==> src/rtl/spi_slave_port.sv <==
// SPI mode-0 responder: oversamples the SPI pins in the BOARD_CLOCK domain and
// exchanges WIDTH-bit words MSB first, back-to-back under a single chip select.
module spi_slave_port #(
    parameter int unsigned WIDTH       = 32,
    parameter int unsigned SYNC_STAGES = 2
) (
    input  logic             BOARD_CLOCK,
    input  logic             RST_N,
    input  logic             SPI_CLK,
    input  logic             SPI_CS_N,
    input  logic             SPI_MOSI,
    output logic             SPI_MISO,
    output logic             SPI_MISO_OE,
    input  logic [WIDTH-1:0] SPI_I,
    output logic [WIDTH-1:0] SPI_O,
    output logic             SPI_DONE_O,
    output logic             SPI_ABORT_O,
    output logic             SPI_BUSY_O
);

    localparam int unsigned     CNT_W    = $clog2(WIDTH + 1);
    localparam logic [CNT_W-1:0] CNT_FULL = CNT_W'(WIDTH);

    typedef enum logic [0:0] {
        IDLE  = 1'b0,
        SHIFT = 1'b1
    } state_e;

    logic [SYNC_STAGES-1:0] sclk_sync_q;
    logic [SYNC_STAGES-1:0] cs_sync_q;
    logic [SYNC_STAGES-1:0] mosi_sync_q;
    logic                   sclk_hist_q;
    logic                   cs_hist_q;

    logic sclk_s, cs_s, mosi_s;
    logic sclk_rise, sclk_fall, cs_rise, cs_fall;

    state_e           state_q;
    logic [CNT_W-1:0] cnt_q;
    logic [WIDTH-1:0] tx_q;
    logic [WIDTH-1:0] rx_q;
    logic [WIDTH-1:0] word_q;
    logic             miso_q;
    logic             oe_q;
    logic             done_q;
    logic             abort_q;
    logic             busy_q;

    // Pin synchronisers plus one history flop for edge detection; presets match an idle bus.
    always_ff @(posedge BOARD_CLOCK or negedge RST_N) begin
        if (!RST_N) begin
            sclk_sync_q <= '0;
            cs_sync_q   <= '1;
            mosi_sync_q <= '0;
            sclk_hist_q <= 1'b0;
            cs_hist_q   <= 1'b1;
        end else begin
            sclk_sync_q <= {sclk_sync_q[SYNC_STAGES-2:0], SPI_CLK};
            cs_sync_q   <= {cs_sync_q[SYNC_STAGES-2:0], SPI_CS_N};
            mosi_sync_q <= {mosi_sync_q[SYNC_STAGES-2:0], SPI_MOSI};
            sclk_hist_q <= sclk_sync_q[SYNC_STAGES-1];
            cs_hist_q   <= cs_sync_q[SYNC_STAGES-1];
        end
    end

    // Edge strobes from the last sync stage against its history flop.
    always_comb begin
        sclk_s    = sclk_sync_q[SYNC_STAGES-1];
        cs_s      = cs_sync_q[SYNC_STAGES-1];
        mosi_s    = mosi_sync_q[SYNC_STAGES-1];
        sclk_rise = sclk_s & ~sclk_hist_q;
        sclk_fall = ~sclk_s & sclk_hist_q;
        cs_rise   = cs_s & ~cs_hist_q;
        cs_fall   = ~cs_s & cs_hist_q;
    end

    // Transfer FSM; a CS release outranks any SCLK edge seen in the same cycle.
    always_ff @(posedge BOARD_CLOCK or negedge RST_N) begin
        if (!RST_N) begin
            state_q <= IDLE;
            cnt_q   <= '0;
            tx_q    <= '0;
            rx_q    <= '0;
            word_q  <= '0;
            miso_q  <= 1'b0;
            oe_q    <= 1'b0;
            done_q  <= 1'b0;
            abort_q <= 1'b0;
            busy_q  <= 1'b0;
        end else begin
            done_q  <= 1'b0;
            abort_q <= 1'b0;
            unique case (state_q)
                IDLE: begin
                    if (cs_fall) begin
                        tx_q    <= SPI_I;
                        miso_q  <= SPI_I[WIDTH-1];
                        oe_q    <= 1'b1;
                        cnt_q   <= '0;
                        state_q <= SHIFT;
                        busy_q  <= 1'b1;
                    end
                end
                SHIFT: begin
                    if (cs_rise) begin
                        // A word completed just before release is still delivered.
                        if (cnt_q == CNT_FULL) begin
                            word_q <= rx_q;
                            done_q <= 1'b1;
                        end else if (cnt_q != '0) begin
                            abort_q <= 1'b1;
                        end
                        cnt_q   <= '0;
                        miso_q  <= 1'b0;
                        oe_q    <= 1'b0;
                        state_q <= IDLE;
                        busy_q  <= 1'b0;
                    end else if (cnt_q == CNT_FULL) begin
                        word_q <= rx_q;
                        done_q <= 1'b1;
                        cnt_q  <= '0;
                    end else if (sclk_rise) begin
                        rx_q  <= {rx_q[WIDTH-2:0], mosi_s};
                        cnt_q <= cnt_q + CNT_W'(1);
                    end else if (sclk_fall) begin
                        if (cnt_q != '0) begin
                            tx_q   <= {tx_q[WIDTH-2:0], 1'b0};
                            miso_q <= tx_q[WIDTH-2];
                        end else begin
                            // Word boundary: fetch the next word for back-to-back transfers.
                            tx_q   <= SPI_I;
                            miso_q <= SPI_I[WIDTH-1];
                        end
                    end
                end
                default: state_q <= IDLE;
            endcase
        end
    end

    assign SPI_MISO    = miso_q;
    assign SPI_MISO_OE = oe_q;
    assign SPI_O       = word_q;
    assign SPI_DONE_O  = done_q;
    assign SPI_ABORT_O = abort_q;
    assign SPI_BUSY_O  = busy_q;

endmodule
==> config.mk <==
export PLATFORM = sky130hd
export DESIGN_NAME = spi_slave_port
export DESIGN_NICKNAME = d
export VERILOG_FILES = /design/src/rtl/spi_slave_port.sv
export SDC_FILE = /design/constraint.sdc
export NUM_CORES = 1
export LEC_CHECK = 0
export BUFFER_PORTS_ARGS = -buffer_cell sky130_fd_sc_hd__buf_2
export CAP_MARGIN = 20
export CORE_MARGIN = 2
export CORE_UTILIZATION = 40
export DETAILED_ROUTE_END_ITERATION = 10
export HOLD_SLACK_MARGIN = 0.12
export PLACE_DENSITY = 0.63
export SLEW_MARGIN = 20
export SYNTH_ARGS = -nofsm -noshare
export SYNTH_HDL_FRONTEND = slang
export SYNTH_SLANG_ARGS = --single-unit
export TNS_END_PERCENT = 5
==> constraint.sdc <==
create_clock -name BOARD_CLOCK -period 5.3 [get_ports BOARD_CLOCK]
set_clock_uncertainty 0.2 [all_clocks]
set_input_delay 0.795 -clock BOARD_CLOCK [delete_from_list [all_inputs] [get_ports BOARD_CLOCK]]
set_output_delay 0.795 -clock BOARD_CLOCK [all_outputs]
set_load 0.1 [all_outputs]
# After elaboration in Yosys (flattened, before gate mapping)
# Index checks and enable logic that the tools add are counted.
[word_totals] out_inout_bits=37 regBits=114
[op_classes] n_reduce_logical=7 mux=31 addsub=1 n_bitwise=11 eq_ne=11
[ops] operator="two-way mux 31 bit" count=6
[ops] operator="case mux 31 bit (2 select lines)" count=1
[ops] operator="two-way mux 6 bit" count=4
[ops] operator="two-way mux 1 bit" count=16
[ops] operator="inequality test 2 bit (second input constant)" count=6
[ops] operator="case mux 6 bit (2 select lines)" count=1
[ops] operator="inequality test 3 bit (second input constant)" count=3
[ops] operator="AND reduction 4 bit" count=2
[ops] operator="inverter 1 bit" count=7
[ops] operator="adder 6 x 1 -> 6 bit (second input constant)" count=1
[ops] operator="== test 6 bit (second input constant)" count=1
[ops] operator="case mux 1 bit (2 select lines)" count=3
[ops] operator="AND reduction 2 bit" count=3
[ops] operator="nonzero test 6 bit" count=1
[ops] operator="AND reduction 5 bit" count=1
[ops] operator="AND 1 bit" count=4
[ops] operator="inequality test 4 x 3 -> 1 bit (second input constant)" count=1

# Longest topological paths before layout
[depth] depth_word=7 depth_mapped=10 ltp_nobuf=7

# Worst setup path after synthesis
# Ideal clock, no wire load.
[synth_path] path_type="reg-to-output" from="register, netlist name SPI_BUSY_O" to="output SPI_MISO_OE" arrival_ns=1.356 path_buffers=1 slack_ns=2.949 path_stages_with_launch=2 t_required_ns=4.305 path_cell_list="dfrtp_1 -> buf_4"
[synth_rtl] item="end: declaration" line_no="13" source="output logic SPI_MISO_OE,"

# Final worst setup path
[layout_path] from="register cnt_q[0]" to="register tx_q[18]"
[layout_between] elab_chain_cells=7
[layout_lines] item="start: declaration" line_no="39" source="logic [CNT_W-1:0] cnt_q;"
[layout_lines] item="start signal: assignment" line_no="124" source="cnt_q <= cnt_q + CNT_W'(1);"
[layout_lines] item="nonzero test 6 bit" line_no="126" source="if (cnt_q != '0) begin"
[layout_lines] item="two-way mux 31 bit" line_no="126"
[layout_lines] item="two-way mux 31 bit" line_no="125" source="end else if (sclk_fall) begin"
[layout_lines] item="two-way mux 31 bit" line_no="122" source="end else if (sclk_rise) begin"
[layout_lines] item="two-way mux 31 bit" line_no="118" source="end else if (cnt_q == CNT_FULL) begin"
[layout_lines] item="two-way mux 31 bit" line_no="105" source="if (cs_rise) begin"
[layout_lines] item="case mux 31 bit (2 select lines)" line_no="93" source="unique case (state_q)"
[layout_lines] item="end signal: assignment" line_no="127" source="tx_q <= {tx_q[WIDTH-2:0], 1'b0};"
[layout_lines] item="end: declaration" line_no="40" source="logic [WIDTH-1:0] tx_q;"
# Several ways; a longest one is shown, not always the timed one. The select of a mux whose other input is x is not followed.
# A chain may end at the register's enable or synchronous reset.

==> flow_metrics.env <==
export IMPL_core_um2=11500
export IMPL_avgSynthCellArea_um2=13.5
export IMPL_fp_dieH_um=113
export IMPL_synth_seq_area_share_pct=60.0
export IMPL_vias_per_cell=4.83
export IMPL_synth_cells=353
export IMPL_grt_ovfl_total=0
export IMPL_tightest_slew_ns=0.974
export IMPL_power_density_nw_per_um2=439
export IMPL_io_pins=74
export IMPL_maxCapViolCount=0
export IMPL_synth_seq_cells=114
export IMPL_first_pass_iters=7
export IMPL_grt_pass1_vias=2981
export IMPL_finalCritPeriodShare_pct=55.2
export IMPL_clk_path_buf_depth=2
export IMPL_path_class="reg2reg"
export IMPL_hold_path_class="reg2reg"
export IMPL_synthesis_area_um2=4760
export IMPL_fin_crit_ns=2.92
export IMPL_drive_above_1_share_pct=40.6
export IMPL_die_area_um2=12800
export IMPL_initial_core_util_pct=41.3
export IMPL_cts_resized=0
export IMPL_synth_warnings=0
export IMPL_maxSlewHeadroom_pct=35.1
export IMPL_crit_family="compound AO/OA/AOI/OAI gates"
export IMPL_timing_final_max_slew_violations=0
export IMPL_hold_slack_ns=0.146
export IMPL_tns_ns=0
export IMPL_clock_latency_ns=0.41
export IMPL_cts_setup_buffers=0
export IMPL_cts_clk_slew_worst_paths_ns=0.06
export IMPL_dp_hpwl_um=5020
export IMPL_rsz0062_at_grt="false"
export IMPL_run_status="finished with violations"
export IMPL_cts_root_buffer="clkbuf_16"
export IMPL_end_kind="flip-flop"
export IMPL_synth_nets=392
export IMPL_grt_pass1_wl_um=14000
export IMPL_syn2layout_area_growth_pct=21.1
export IMPL_portBuffers=73
export IMPL_layout_commonest_cell="dfrtp_1"
export IMPL_grt_max_degree=72
export IMPL_clock_sinks=114
export IMPL_start_kind="flip-flop"
export IMPL_crit_required_ns=5.33
export IMPL_ir_drop_mv=0.295
export IMPL_die_width_um=113
export IMPL_cp_arrival_ns=2.96
export IMPL_layout_common_cells="dfrtp_1 (111), buf_2 (72), mux2_2 (61)"
export IMPL_numCtsBuffers=17
export IMPL_gp_congestion=0.763
export IMPL_final_nets=467
export IMPL_cp_max_fo=62
export IMPL_ys_types=36
export IMPL_setup_viol=0
export IMPL_antenna_found_initial=0
export IMPL_holdBufCountCts=0
export IMPL_worst_path_max_delay_cell="o32a_2"
export IMPL_drc=7
export IMPL_grt_usage_pct=14.1
export IMPL_rows=39
export IMPL_htree_levels=4
export IMPL_crit_chain="inv_1 -> ha_1 -> or4b_1 -> nor2_8 -> o32a_2 -> o21ai_0"
export IMPL_leakagePower_nw=3.07
export IMPL_timing_hold_violations_final=0
export IMPL_violations="DRC"
export IMPL_synth_flop_cell="dfrtp_1"
export IMPL_synth_edff_count=0
export IMPL_tritoncts="yes"
export IMPL_ant_nets=0
export IMPL_first_iter_violations=111
export IMPL_max_stage_delay_ns=0.83
export IMPL_diodes=0
export IMPL_clock_fmax_ghz=0.342
export IMPL_wl_per_cell_um=13.9
export IMPL_vias=2822
export IMPL_async_flop_share_pct=100
export IMPL_cp_num_buf_inv=1
export IMPL_drt_total_wl_um=8130
[through the flow]
stage	power [mW]	util, %	cell area, um2	setup WS (ns)	cells
after detailed placement	1.36	44.6	5130	2.34	552
after CTS	2.57	50.0	5760	2.33	584
after global placement	1.34	44.6	5130	2.46	552
after global routing	2.66	50.0	5760	2.08	584
final	2.53	50.0	5760	2.38	584
after floorplan	1.29	-	4760	2.95	353
[routing by layer]
| layer | vias to the layer above | global-route usage, % | part of all wire (%) | wire (um) |
|---|---|---|---|---|
| met5 | - | 0 | 0 | 0 |
| met1 | 1364 | 17.7 | 47 | 3850 |
| met4 | 0 | 7.24 | 1.3 | 104 |
| met3 | 10 | 6.11 | 7.3 | 592 |
| li1 | 1380 | - | - | - |
| met2 | 68 | 21.0 | 44 | 3590 |
[sequential cells by signal (all words and copies together), names as in the netlist, 2 cells and up]
name / count
SPI_O: 32
rx_q: 32
tx_q: 31
cnt_q: 6
cs_sync_q: 2
mosi_sync_q: 2
sclk_sync_q: 2
[cell type report]
| type | count | area [um2] |
|---|---|---|
| well taps | 143 | 179 |
| clock buffers | 20 | 447 |
| flip-flops and latches | 114 | 2860 |
| inverters | 5 | 18.8 |
| repair buffers | 76 | 390 |
| multi-input cells | 214 | 1690 |
| clock inverters | 12 | 183 |
| fillers | 1012 | 5750 |
[cell families after synthesis]
kind of cell	count (synthesis)	share of synthesized area (%)
AO/OA/AOI/OAI	52	6.28
flip-flops	114	60.0
adder cells (fa/ha/maj)	2	0.526
AND/OR/NAND/NOR	64	6.54
multiplexers	96	22.1
buffers and inverters	25	4.52
[power by group]
group          internal, mW  leakage, nW  switching, mW
sequential            0.981         1.50         0.0657
combinational         0.119         1.27          0.169
clock                 0.800        0.296          0.393
[worst paths after layout]
check                                from        endpoint  slack (ns)  cells past startpoint
max                              cnt_q[0]        tx_q[18]        2.38                      6
min reg2reg                mosi_sync_q[0]  mosi_sync_q[1]        0.15                      0
max in group asynchronous           RST_N        tx_q[17]        3.46                      2
max reg2reg                      cnt_q[0]        tx_q[18]        2.38                      6
min in group asynchronous           RST_N        tx_q[13]        0.31                      1
min                        mosi_sync_q[0]  mosi_sync_q[1]        0.15                      0
[synth_stat cells (all sizes together) (2+ instances only)]
cell type / count / area share (%)
dfrtp: 111 / 58
buf: 20 / 4.1
a21oi: 5 / 0.53
ha: 2 / 0.53
nor3: 2 / 0.45
dfstp: 3 / 1.7
inv: 5 / 0.39
mux2i: 31 / 6.5
mux2: 65 / 16
nand2b: 4 / 0.53
o21ai: 37 / 4.1
nor2b: 3 / 0.39
nor2: 7 / 0.89
o211ai: 2 / 0.32
nand3: 2 / 0.21
a22o: 2 / 0.37
nand2: 42 / 3.5
a31oi: 2 / 0.26
No activity file was read; power rests on OpenSTA's default activity.
